`src/rtl/lut_cfg_pkg.sv`:
```
// Shared definitions for the writable lookup table: state encoding, table geometry,
// and the column-major image extractor also used by the ROM golden models.
package lut_cfg_pkg;

    localparam int TBL_DEPTH  = 32;
    localparam int TBL_AW     = 5;
    // Widest entry the image extractor handles; narrower tables take the low bits.
    localparam int INIT_MAX_W = 64;

    localparam logic [1:0] ST_INIT  = 2'd0;
    localparam logic [1:0] ST_IDLE  = 2'd1;
    localparam logic [1:0] ST_CLEAR = 2'd2;

    // Bit b of entry a lives at img[TBL_DEPTH*b + a].
    function automatic logic [INIT_MAX_W-1:0] init_entry(
        input logic [TBL_DEPTH*INIT_MAX_W-1:0] img,
        input logic [TBL_AW-1:0]               a
    );
        logic [INIT_MAX_W-1:0] e;
        e = '0;
        for (int b = 0; b < INIT_MAX_W; b++) begin
            e[b] = img[TBL_DEPTH*b + int'(a)];
        end
        return e;
    endfunction

endpackage

```
`src/rtl/lut_ram_32xw.sv`:
```
// 32-entry distributed RAM: one synchronous write port, one asynchronous read port.
module lut_ram_32xw
    import lut_cfg_pkg::*;
#(
    parameter int W = 32
) (
    input  logic              clk,
    input  logic              we_i,
    input  logic [TBL_AW-1:0] waddr_i,
    input  logic [W-1:0]      wdata_i,
    input  logic [TBL_AW-1:0] raddr_i,
    output logic [W-1:0]      rdata_o
);

    logic [W-1:0] mem_q [TBL_DEPTH];

    always_ff @(posedge clk) begin
        if (we_i) begin
            mem_q[waddr_i] <= wdata_i;
        end
    end

    assign rdata_o = mem_q[raddr_i];

endmodule

```
`src/rtl/lut_ram_cfg_top.sv`:
```
// Writable 32-entry lookup table: self-initialising sweep, bulk clear, cfg write
// port and a 1-cycle registered lookup port (read-first on collisions).
module lut_ram_cfg_top
    import lut_cfg_pkg::*;
#(
    parameter int                              BUS_WIDTH  = 32,
    parameter logic [TBL_DEPTH*BUS_WIDTH-1:0]  INIT_VALUE = '0
) (
    input  logic                 clk,
    input  logic                 rst,
    input  logic                 cfg_valid,
    output logic                 cfg_ready,
    input  logic [TBL_AW-1:0]    cfg_addr,
    input  logic [BUS_WIDTH-1:0] cfg_data,
    input  logic                 cfg_clr,
    output logic                 tbl_ready,
    input  logic                 rd_en,
    input  logic [TBL_AW-1:0]    rd_addr,
    output logic [BUS_WIDTH-1:0] dout,
    output logic                 rd_vld
);

    localparam logic [TBL_DEPTH*INIT_MAX_W-1:0] INIT_EXT =
        (TBL_DEPTH*INIT_MAX_W)'(INIT_VALUE);
    localparam logic [TBL_AW-1:0] LAST = TBL_AW'(TBL_DEPTH-1);

    logic [BUS_WIDTH-1:0] init_tbl [TBL_DEPTH];

    for (genvar a = 0; a < TBL_DEPTH; a++) begin : g_init
        localparam logic [INIT_MAX_W-1:0] ENT = init_entry(INIT_EXT, TBL_AW'(a));
        assign init_tbl[a] = ENT[BUS_WIDTH-1:0];
    end

    logic [1:0]           state_q, state_d;
    logic [TBL_AW-1:0]    cnt_q, cnt_d;
    logic                 ready_q;
    logic [BUS_WIDTH-1:0] dout_q;
    logic                 rd_vld_q;

    logic                 we;
    logic [TBL_AW-1:0]    waddr;
    logic [BUS_WIDTH-1:0] wdata;
    logic [BUS_WIDTH-1:0] rdata;

    always_comb begin
        state_d = state_q;
        cnt_d   = cnt_q;
        we      = 1'b0;
        waddr   = cfg_addr;
        wdata   = cfg_data;
        case (state_q)
            ST_INIT: begin
                we    = 1'b1;
                waddr = cnt_q;
                wdata = init_tbl[cnt_q];
                cnt_d = cnt_q + 5'd1;
                if (cnt_q == LAST) state_d = ST_IDLE;
            end
            ST_IDLE: begin
                // A write paired with a clear still lands; the sweep then zeroes it.
                we = cfg_valid;
                if (cfg_clr) state_d = ST_CLEAR;
            end
            ST_CLEAR: begin
                we    = 1'b1;
                waddr = cnt_q;
                wdata = '0;
                cnt_d = cnt_q + 5'd1;
                if (cnt_q == LAST) state_d = ST_IDLE;
            end
            default: begin
                state_d = ST_INIT;
                cnt_d   = '0;
            end
        endcase
    end

    lut_ram_32xw #(.W(BUS_WIDTH)) u_ram (
        .clk     (clk),
        .we_i    (we & ~rst),
        .waddr_i (waddr),
        .wdata_i (wdata),
        .raddr_i (rd_addr),
        .rdata_o (rdata)
    );

    always_ff @(posedge clk) begin
        if (rst) begin
            state_q  <= ST_INIT;
            cnt_q    <= '0;
            ready_q  <= 1'b0;
            dout_q   <= '0;
            rd_vld_q <= 1'b0;
        end else begin
            state_q  <= state_d;
            cnt_q    <= cnt_d;
            // Ready is decoded from next state so it tracks state_q with no input path.
            ready_q  <= (state_d == ST_IDLE);
            dout_q   <= rdata;
            rd_vld_q <= rd_en & ready_q;
        end
    end

    assign cfg_ready = ready_q;
    assign tbl_ready = ready_q;
    assign dout      = dout_q;
    assign rd_vld    = rd_vld_q;

endmodule

```
`config.mk`:
```
export PLATFORM = sky130hd
export DESIGN_NAME = lut_ram_cfg_top
export DESIGN_NICKNAME = d
export VERILOG_FILES = /design/src/rtl/lut_cfg_pkg.sv /design/src/rtl/lut_ram_32xw.sv /design/src/rtl/lut_ram_cfg_top.sv
export SDC_FILE = /design/constraint.sdc
export NUM_CORES = 1
export LEC_CHECK = 0
export BUFFER_PORTS_ARGS = -buffer_cell sky130_fd_sc_hd__clkbuf_2
export CELL_PAD_IN_SITES_DETAIL_PLACEMENT = 0
export CELL_PAD_IN_SITES_GLOBAL_PLACEMENT = 1
export CORE_MARGIN = 1
export CORE_UTILIZATION = 60
export CTS_CLUSTER_DIAMETER = 120
export DETAILED_ROUTE_END_ITERATION = 7
export GPL_TIMING_DRIVEN = 0
export MAX_ROUTING_LAYER = met4
export PLACE_DENSITY_LB_ADDON = 0.12
export SKIP_CTS_REPAIR_TIMING = 1
export SYNTH_ARGS = -nofsm -noshare
export SYNTH_HDL_FRONTEND = slang
export SYNTH_SLANG_ARGS = --single-unit
export TNS_END_PERCENT = 10
```
`constraint.sdc`:
```
create_clock -name clk -period 8.1 [get_ports clk]
set_clock_uncertainty 0.05 [all_clocks]
set_input_delay 1.215 -clock clk [delete_from_list [all_inputs] [get_ports clk]]
set_output_delay 1.215 -clock clk [all_outputs]
set_load 0.01 [all_outputs]
```
-- Word level (Yosys, flattened, before mapping)
Memory sizes are Yosys's and may differ from the RTL's. A register that Yosys moved wholly into a read port is not among the register bits.
Index checks and enable logic that the tools add are counted.
- memories kept: 2
- bits of input ports: 47
- logic and storage cells: 29
- memory bits (read-only): 1024
- register bits: 9
- bits in writable memories: 1024
- output and inout port bits: 35
- add/sub/neg operators: 1
- bitwise gates (word level): 4
- reduce and logical (&&, ||, !) cells: 2
- order comparisons: 1
- eq/ne operators: 4
- muxes and demuxes: 11
- memories (name ; depth ; bits a word ; rd ports ; clocked after memory_dff ; write ports ; line ; source):
    (no name shown) ; 32 ; 32 ; 1 ; 0 ; 0 ; lut_ram_cfg_top.sv:55 ; wdata = init_tbl[cnt_q];
    u_ram.mem_q ; 32 ; 32 ; 1 ; 1 ; 1 ; lut_ram_32xw.sv:15 ; logic [W-1:0] mem_q [TBL_DEPTH];
- operators by type and width (operator ; number):
    32-bit two-way mux ; 2
    32-bit one-hot mux with 2 select lines ; 1
    5-bit one-hot mux with 2 select lines ; 1
    6-bit >= comparator, second input constant ; 1
    5-bit inverter with 6-bit output ; 1
    5-bit by 1-bit adder with 5-bit output, second input constant ; 1
    5-bit equality test, second input constant ; 1
    5-bit two-way mux ; 1
    2-bit by 1-bit equality test with 1-bit output, second input constant ; 2
    2-bit two-way mux ; 2
    2-bit one-hot mux with 2 select lines ; 1
    1-bit AND ; 2
    2-bit equality test, second input constant ; 1
    2-bit logical NOT ; 1
    1-bit two-way mux ; 2
    1-bit one-hot mux with 2 select lines ; 1
    2-bit OR reduction ; 1
    1-bit inverter ; 1

-- Longest topological paths before layout
Gate-level depths: netlist of the first run.
- word-level depth: 6
- gate-level depth with buffers: 8
- gate-level depth less buffers: 6

-- Modules after synthesis
From an unflattened synthesis of the first run, not the netlist that was laid out.
- cells, all modules: 2382
- area total of the unflattened synthesis: 41409.7 um^2
- modules (own cells, without submodules) (module ; area an instance (um^2) ; sequential area each (um^2) ; instances ; cells an instance):
    lut_ram_32xw ; 39844.5 ; 30749.5 ; 1 ; 2228
    lut_ram_cfg_top ; 1565.3 ; 820.8 ; 1 ; 154

-- Least setup slack after synthesis of the first run
OpenSTA, ideal clock, no wires.
- path kind: input to register
- start: input cfg_addr[4]
- end: memory u_ram.mem_q[10][0] (enable)
- stages: 4
- path buffers: 0
- required time: 7629 ps
- library setup time: 421 ps
- slack: 4400 ps
- arrival time: 3229 ps
- path through: mux2i_1 -> nor2b_1 -> nand2_1 -> nor2_1
- longest elaborated chain between the ends: 1
- ends and longest elaborated chain (what ; line ; source):
    from (decl) ; lut_ram_cfg_top.sv:13 ; input logic [TBL_AW-1:0] cfg_addr,
    5-bit two-way mux ; lut_ram_cfg_top.sv:51 ; case (state_q)
    to (decl) ; lut_ram_32xw.sv:15 ;
Every way passes these cells.

-- Worst setup path in the final report of the first run
- start: register state_q[0]
- end: memory u_ram.mem_q[29][26] (enable)
- longest elaborated chain between the ends: 6
- elaborated cells between the ends (all ways): 9
- classes of those cells: 2 x eq/ne; 4 x mux; 1 x bitwise; 2 x reduce/logical
- ends and longest elaborated chain (what ; line ; source):
    from (decl) ; lut_ram_cfg_top.sv:34 ; logic [1:0] state_q, state_d;
    from (signal assigned) ; lut_ram_cfg_top.sv:95 ; state_q <= state_d;
    2-bit equality test / 2-bit logical NOT (equally long branches) ; lut_ram_cfg_top.sv:51 ;
    2-bit OR reduction (no line) ; n/a ;
    1-bit one-hot mux with 2 select lines ; lut_ram_cfg_top.sv:51 ;
    1-bit AND ; lut_ram_cfg_top.sv:80 ; .we_i (we & ~rst),
    1-bit two-way mux ; lut_ram_32xw.sv:18 ; if (we_i) begin
    1-bit two-way mux (implied by the code) ; lut_ram_32xw.sv:19 ; mem_q[waddr_i] <= wdata_i;
Several ways; a longest one is shown, not always the timed one.

==> reports/results.txt, run 1 <==
DRT iter0 DRCs: 2357
number of global-route vias before repair: 20000
Seq cells post-synth: 1065
relative slew slack: 7.29%
Pre-antenna DRT Iters: 5
Hold Path Cell Cnt: 2
multi-input logic area: 8540 sq um
vias: 19900
share of flip-flops with an asynchronous set or reset: 0%
number of flops mapped to enable cells by yosys: 1024
logic gate share of total power: 3.8%
post-synthesis cell type count: 40
syn_area_per_cell: 22.3 sq um
Core Region: 67000 sq um
I/O pins: 82
Internal Power: 8.88 mW
critical path class: reg -> reg
first-pass GRT wire length: 141 mm
commonest non-fill, non-tap cell in the layout: edfxtp_1
Slew Limit Fails: 0
Root Driver: clkbuf_16
post-route ant nets: 0
final wirelength: 99.3 mm
pwr/cell area: 240 nW/um^2
CP Max Fanout: 21
HPWL Detailed: 63.6 mm
DRC violations left: 0
switching part of the total: 20.2%
hold_ws: 0.462 ns
Data arrival, critical path: 3.99 ns
Sw Pwr: 2.25 mW
CTS tree: done
total CTS buffers: 100
synthesized cell area: 40600 sq um
GPL Wtd Cong: 0.784
Final #Nets: 2085
number of H-tree levels: 3
CP endpoint kind: register
fillcell total: 4101
Area Growth Syn to Fin: 14.2%
Max Fclk: 271 MHz
initial antenna violation count: 2
Die Span X: 262 microns
setup TNS: 0 ns
Reg2Reg Depth: 7
die height: 262 microns
routed vias/inst: 6.64
Port Buffer Count: 76
clock power share: 42.2%
yosys warns: 0
FF-to-FF Start: state_q[0]$_SDFF_PP0_
RSZ-0062 raised after global routing: no
period utilization: 45.6%
FF-to-FF setup slack: 4.41 ns
worst hold path startpoint: cnt_q[3]$_SDFFE_PP0N_
total grt overflow: 0
minimum clock period: 3.69 ns
Rows: 95
Hold Path Class: reg -> reg
Pleak: 13.0 nW
Max-Cap Viols: 0
status: finished, final reports clean
Data required, critical path: 8.40 ns
largest net degree at the start of global routing: 33
die area: 68800 sq um
clock slew at reported path FFs: 0.06 ns
final setup vio count: 0
Post-Synthesis Cells: 1826
ratio of cells with drive above 1 in the final layout: 27.8%
Sequential Power Share: 54.0%
routed wire length per instance: 33.2 microns
Hold Vio Cnt, Final: 0
CTS Buffer Depth: 3
Post-synth top flop: edfxtp_1
clock sinks: 1065
post-synthesis sequential area ratio: 77.7%
Net Count, Synth: 1875
Initial Util: 60.6%
sequential cell area: 31600 sq um
worst r2r dst: u_ram.mem_q[29][26]$_DFFE_PP_
commonest non-fill, non-tap cells in the layout: edfxtp_1 (1024), mux4_2 (213), mux2i_1 (133), clkbuf_16 (103), clkbuf_2 (76)
# diodes: 0
worst skew pair latency: 0.64 ns
Hold EP: cnt_q[3]$_SDFFE_PP0N_
Max VDD drop: 0.168 mV
Tot GR Track Use: 30.3%
Slew @ Worst Pin: 1.39 ns
crit path launch type: register
layout make-up:
type                       instances  share of cell area, %
sequential                      1065                   68.1
multi-input combinational        652                   18.4
clock buffer                     138                   6.18
timing repair buffer             108                   2.40
tap                              873                   2.35
buffer                           108                   1.63
clock inverter                    45                  0.952
inverter                           1                0.00809
state kept, by name, indices dropped and copies added, names as in the netlist:
name / count
rd_vld: 1
cnt_q: 5
cfg_ready: 1
state_q: 2
u_ram.mem_q: 1024
dout: 32
how the worst max path moves through the flow:
stage	to	slack [ns]	from
after floorplan	u_ram.mem_q[10][0]$_DFFE_PP_	4.40	cfg_addr[4]
after global placement	u_ram.mem_q[19][27]$_DFFE_PP_	2.24	cfg_addr[3]
after detailed placement	u_ram.mem_q[14][28]$_DFFE_PP_	4.35	cfg_addr[0]
after CTS	u_ram.mem_q[31][30]$_DFFE_PP_	4.43	state_q[0]$_SDFF_PP0_
after global routing	u_ram.mem_q[31][20]$_DFFE_PP_	4.23	state_q[0]$_SDFF_PP0_
final	u_ram.mem_q[29][26]$_DFFE_PP_	4.41	state_q[0]$_SDFF_PP0_
synthesized netlist by cell type (11+ instances only):
| cell | instances | share of area, % |
|---|---|---|
| edfxtp_1 | 1024 | 76 |
| mux4_2 | 213 | 12 |
| mux2i_1 | 133 | 3.3 |
| nor2_1 | 45 | 0.42 |
| dfxtp_1 | 41 | 2.0 |
| a31oi_1 | 33 | 0.51 |
| and2_1 | 33 | 0.51 |
| a221o_1 | 32 | 0.79 |
| a22oi_1 | 32 | 0.59 |
| nand2_1 | 32 | 0.30 |
| buf_2 | 30 | 0.37 |
| clkbuf_1 | 25 | 0.23 |
| buf_4 | 24 | 0.44 |
| a221oi_1 | 21 | 0.45 |
| buf_6 | 19 | 0.53 |
| o21ai_0 | 15 | 0.18 |
| mux4_1 | 11 | 0.71 |
| o2111ai_1 | 11 | 0.24 |
critical path, cell delays in order, from the launching register on:
cell	delay [ns]
dfxtp_1	0.32
clkbuf_1	0.28
buf_1	0.64
nand4b_1	0.17
a21oi_1	0.22
nand2_1	0.49
nor2_4	0.96
buf_16	0.24
stage by stage:
stage	instances	utilization, %	cell area, sq um	power [mW]	worst slack, ns
after floorplan	1826	-	40600	6.37	4.40
after global placement	2775	62.8	42100	6.53	2.24
after detailed placement	2807	64.3	43100	6.55	4.35
after CTS	2990	69.2	46400	11.2	4.43
after global routing	2990	69.2	46400	11.4	4.23
final	2990	69.2	46400	11.1	4.41
routing by layer:
metal  track usage [%]  share of wire, %  wire length [microns]  vias up
li1                  -                 -                      -     8159
met1              41.7                40                  39500    10600
met2              47.2                49                  49000      969
met3              5.56               8.6                   8580      143
met4              8.59               2.3                   2270        0
met5                 -                 0                      0        -
cells by family (layout without fill, tap and decap cells):
| logic type | after synthesis | count (layout) | synth area share [%] |
|---|---|---|---|
| fa+ha+maj | 2 | 2 | 0.0616 |
| compound gates | 160 | 160 | 2.96 |
| flops | 1065 | 1065 | 77.7 |
| buf+inv | 109 | 400 | 1.87 |
| simple gates | 132 | 132 | 1.59 |
| mux | 358 | 358 | 15.8 |
power groups by stage:
stage	clock, mW	combinational, mW	sequential, mW
finish	4.70	0.424	6.01
global placement	0	0.405	6.13
detailed placement	0	0.424	6.13
floorplan	0	0.242	6.13
global route	4.93	0.442	6.01
CTS	4.73	0.425	6.01
No activity file was read; power rests on OpenSTA's default activity.
==> run 2, diff against run 1 <==
--- a/config.mk
+++ b/config.mk
@@ -9,7 +9,7 @@
 export CELL_PAD_IN_SITES_DETAIL_PLACEMENT = 0
 export CELL_PAD_IN_SITES_GLOBAL_PLACEMENT = 1
 export CORE_MARGIN = 1
-export CORE_UTILIZATION = 60
+export CORE_UTILIZATION = 50
 export CTS_CLUSTER_DIAMETER = 120
 export DETAILED_ROUTE_END_ITERATION = 7
 export GPL_TIMING_DRIVEN = 0
==> constraint.sdc (replaced) <==
create_clock -name clk -period 3.2 [get_ports clk]
set_clock_uncertainty 0.05 [all_clocks]
set_input_delay 0.48 -clock clk [delete_from_list [all_inputs] [get_ports clk]]
set_output_delay 0.48 -clock clk [all_outputs]
set_load 0.01 [all_outputs]
==> reports/results.txt, run 2 (synthesis results as in run 1) <==
crit path launch type: register
worst setup margin: 0.0621 ns
Initial Util: 50.5%
CTS tree: done
delay of the slowest cell on the worst path: 0.92 ns
placed inst area: 43300 sq um
Max Fclk: 319 MHz
clock slew at reported path FFs: 0.06 ns
Rows: 104
most used routing layer: met2
Max-Cap Viols: 0
Core Region: 80400 sq um
commonest non-fill, non-tap cell in the layout: edfxtp_1
initial antenna violation count: 4
met1 Resource Use GR: 37.5%
post-route ant nets: 0
register bank with the most flops: u_ram.mem_q
number of H-tree levels: 3
DRT iter0 DRCs: 2297
die height: 287 microns
Hold Path Class: in -> reg
Reg2Reg Depth: 6
minimum clock period: 3.14 ns
Port Buffer Count: 76
CP endpoint kind: register
routed wire length per instance: 32.6 microns
largest net degree at the start of global routing: 33
Die Span X: 287 microns
status: finished, final reports clean
Hold Vio Cnt, Final: 0
clock sinks: 1065
met3 usage: 5.02%
Pre-antenna DRT Iters: 5
Data arrival, critical path: 3.45 ns
FF-to-FF Start: state_q[0]$_SDFF_PP0_
period utilization: 98.1%
routed vias/inst: 6.17
CP max stage cell: nor2_4
worst-path cell chain: clkbuf_1 -> clkbuf_2 -> mux2_2 -> nand2_1 -> nor2_4 -> buf_16
Slew @ Worst Pin: 1.30 ns
Root Driver: clkbuf_16
Tot GR Track Use: 26.7%
Pleak: 13.3 nW
Final #Nets: 2120
post-route cell area: 47300 sq um
Hold EP: state_q[1]$_SDFF_PP0_
DRC violations left: 0
Largest register FFs: 1024
worst skew pair latency: 0.66 ns
total CTS buffers: 106
final setup vio count: 0
worst hold path startpoint: cfg_clr
vias: 19900
Place WS: -0.283 ns
die area: 82400 sq um
final wirelength: 105 mm
number of global-route vias before repair: 19800
GPL Wtd Cong: 0.820
first-pass GRT wire length: 147 mm
total grt overflow: 0
CP Max Fanout: 18
relative slew slack: 13.4%
FF-to-FF setup slack: 0.06 ns
worst r2r dst: u_ram.mem_q[26][0]$_DFFE_PP_
crit-path leading delay family: simple AND/OR/NAND/NOR gates
WP buf/inv: 3
critical path class: reg -> reg
CTS Buffer Depth: 3
pwr/cell area: 613 nW/um^2
Area Growth Syn to Fin: 16.3%
Max VDD drop: 0.418 mV
met2 Use GR: 40.8%
commonest non-fill, non-tap cells in the layout: edfxtp_1 (1024), mux4_2 (213), mux2i_1 (131), clkbuf_16 (112), clkbuf_2 (77)
I/O pins: 82
Slew Limit Fails: 0
ratio of cells with drive above 1 in the final layout: 29.5%
RSZ-0062 raised after global routing: yes
Data required, critical path: 3.51 ns
Hold Path Cell Cnt: 3
HPWL Detailed: 65.8 mm
## run 2: through the flow
step	TNS, ns	power [mW]	util [%]	instances	hold slack, ns
after CTS	-39.04	29.2	58.3	3190	-0.0502
after global placement	-2050.18	16.6	52.6	2962	0.397
after floorplan	0	16.1	-	1826	0.416
final	0	29.0	58.8	3219	0.0360
after global routing	-3.40	29.7	58.8	3218	0.0639
after detailed placement	-39.08	16.6	53.8	2995	0.390
## run 2: worst min-delay path, delay by kind of cell
family	cells	cell delay (ns)
buffers and inverters	1	0.09
and+or+nand+nor	1	0.07
AOI/OAI and AO/OA	1	0.06
## run 2: final cells by class
class / count / area (sq um)
Multi-Input combinational cell: 653 / 8580
Sequential cell: 1065 / 31600
Tap cell: 1060 / 1330
Inverter: 1 / 3.75
Fill cell: 5772 / 33100
Clock buffer: 146 / 3020
Buffer: 108 / 757
Antenna cell: 1 / 2.50
Clock inverter: 49 / 547
Timing Repair Buffer: 136 / 1460
## run 2: worst max path at each step
| stage | from | endpoint | slack [ns] | cells past startpoint |
|---|---|---|---|---|
| floorplan | state_q[0]$_SDFF_PP0_ | u_ram.mem_q[1][0]$_DFFE_PP_ | 0.04 | 6 |
| global placement | state_q[0]$_SDFF_PP0_ | u_ram.mem_q[1][23]$_DFFE_PP_ | -2.32 | 6 |
| detailed placement | state_q[0]$_SDFF_PP0_ | u_ram.mem_q[27][29]$_DFFE_PP_ | -0.28 | 7 |
| CTS | state_q[0]$_SDFF_PP0_ | u_ram.mem_q[27][23]$_DFFE_PP_ | -0.30 | 7 |
| global route | state_q[0]$_SDFF_PP0_ | u_ram.mem_q[4][9]$_DFFE_PP_ | -0.08 | 5 |
| finish | state_q[0]$_SDFF_PP0_ | u_ram.mem_q[26][0]$_DFFE_PP_ | 0.06 | 6 |
## run 2: per-layer routing
| layer | vias up | wire (microns) |
|---|---|---|
| li1 | 8235 | - |
| met1 | 10700 | 44100 |
| met2 | 829 | 50300 |
| met3 | 133 | 8680 |
| met4 | 0 | 1960 |
| met5 | - | 0 |
## run 2: report_power, final
part | switching [mW] | leakage [nW] | internal (mW) | total (mW)
clock network | 5.14 | 1.75 | 7.53 | 12.7
logic | 0.705 | 3.75 | 0.410 | 1.12
registers | 0.0315 | 7.80 | 15.2 | 15.2
total | 5.88 | 13.3 | 23.1 | 29.0
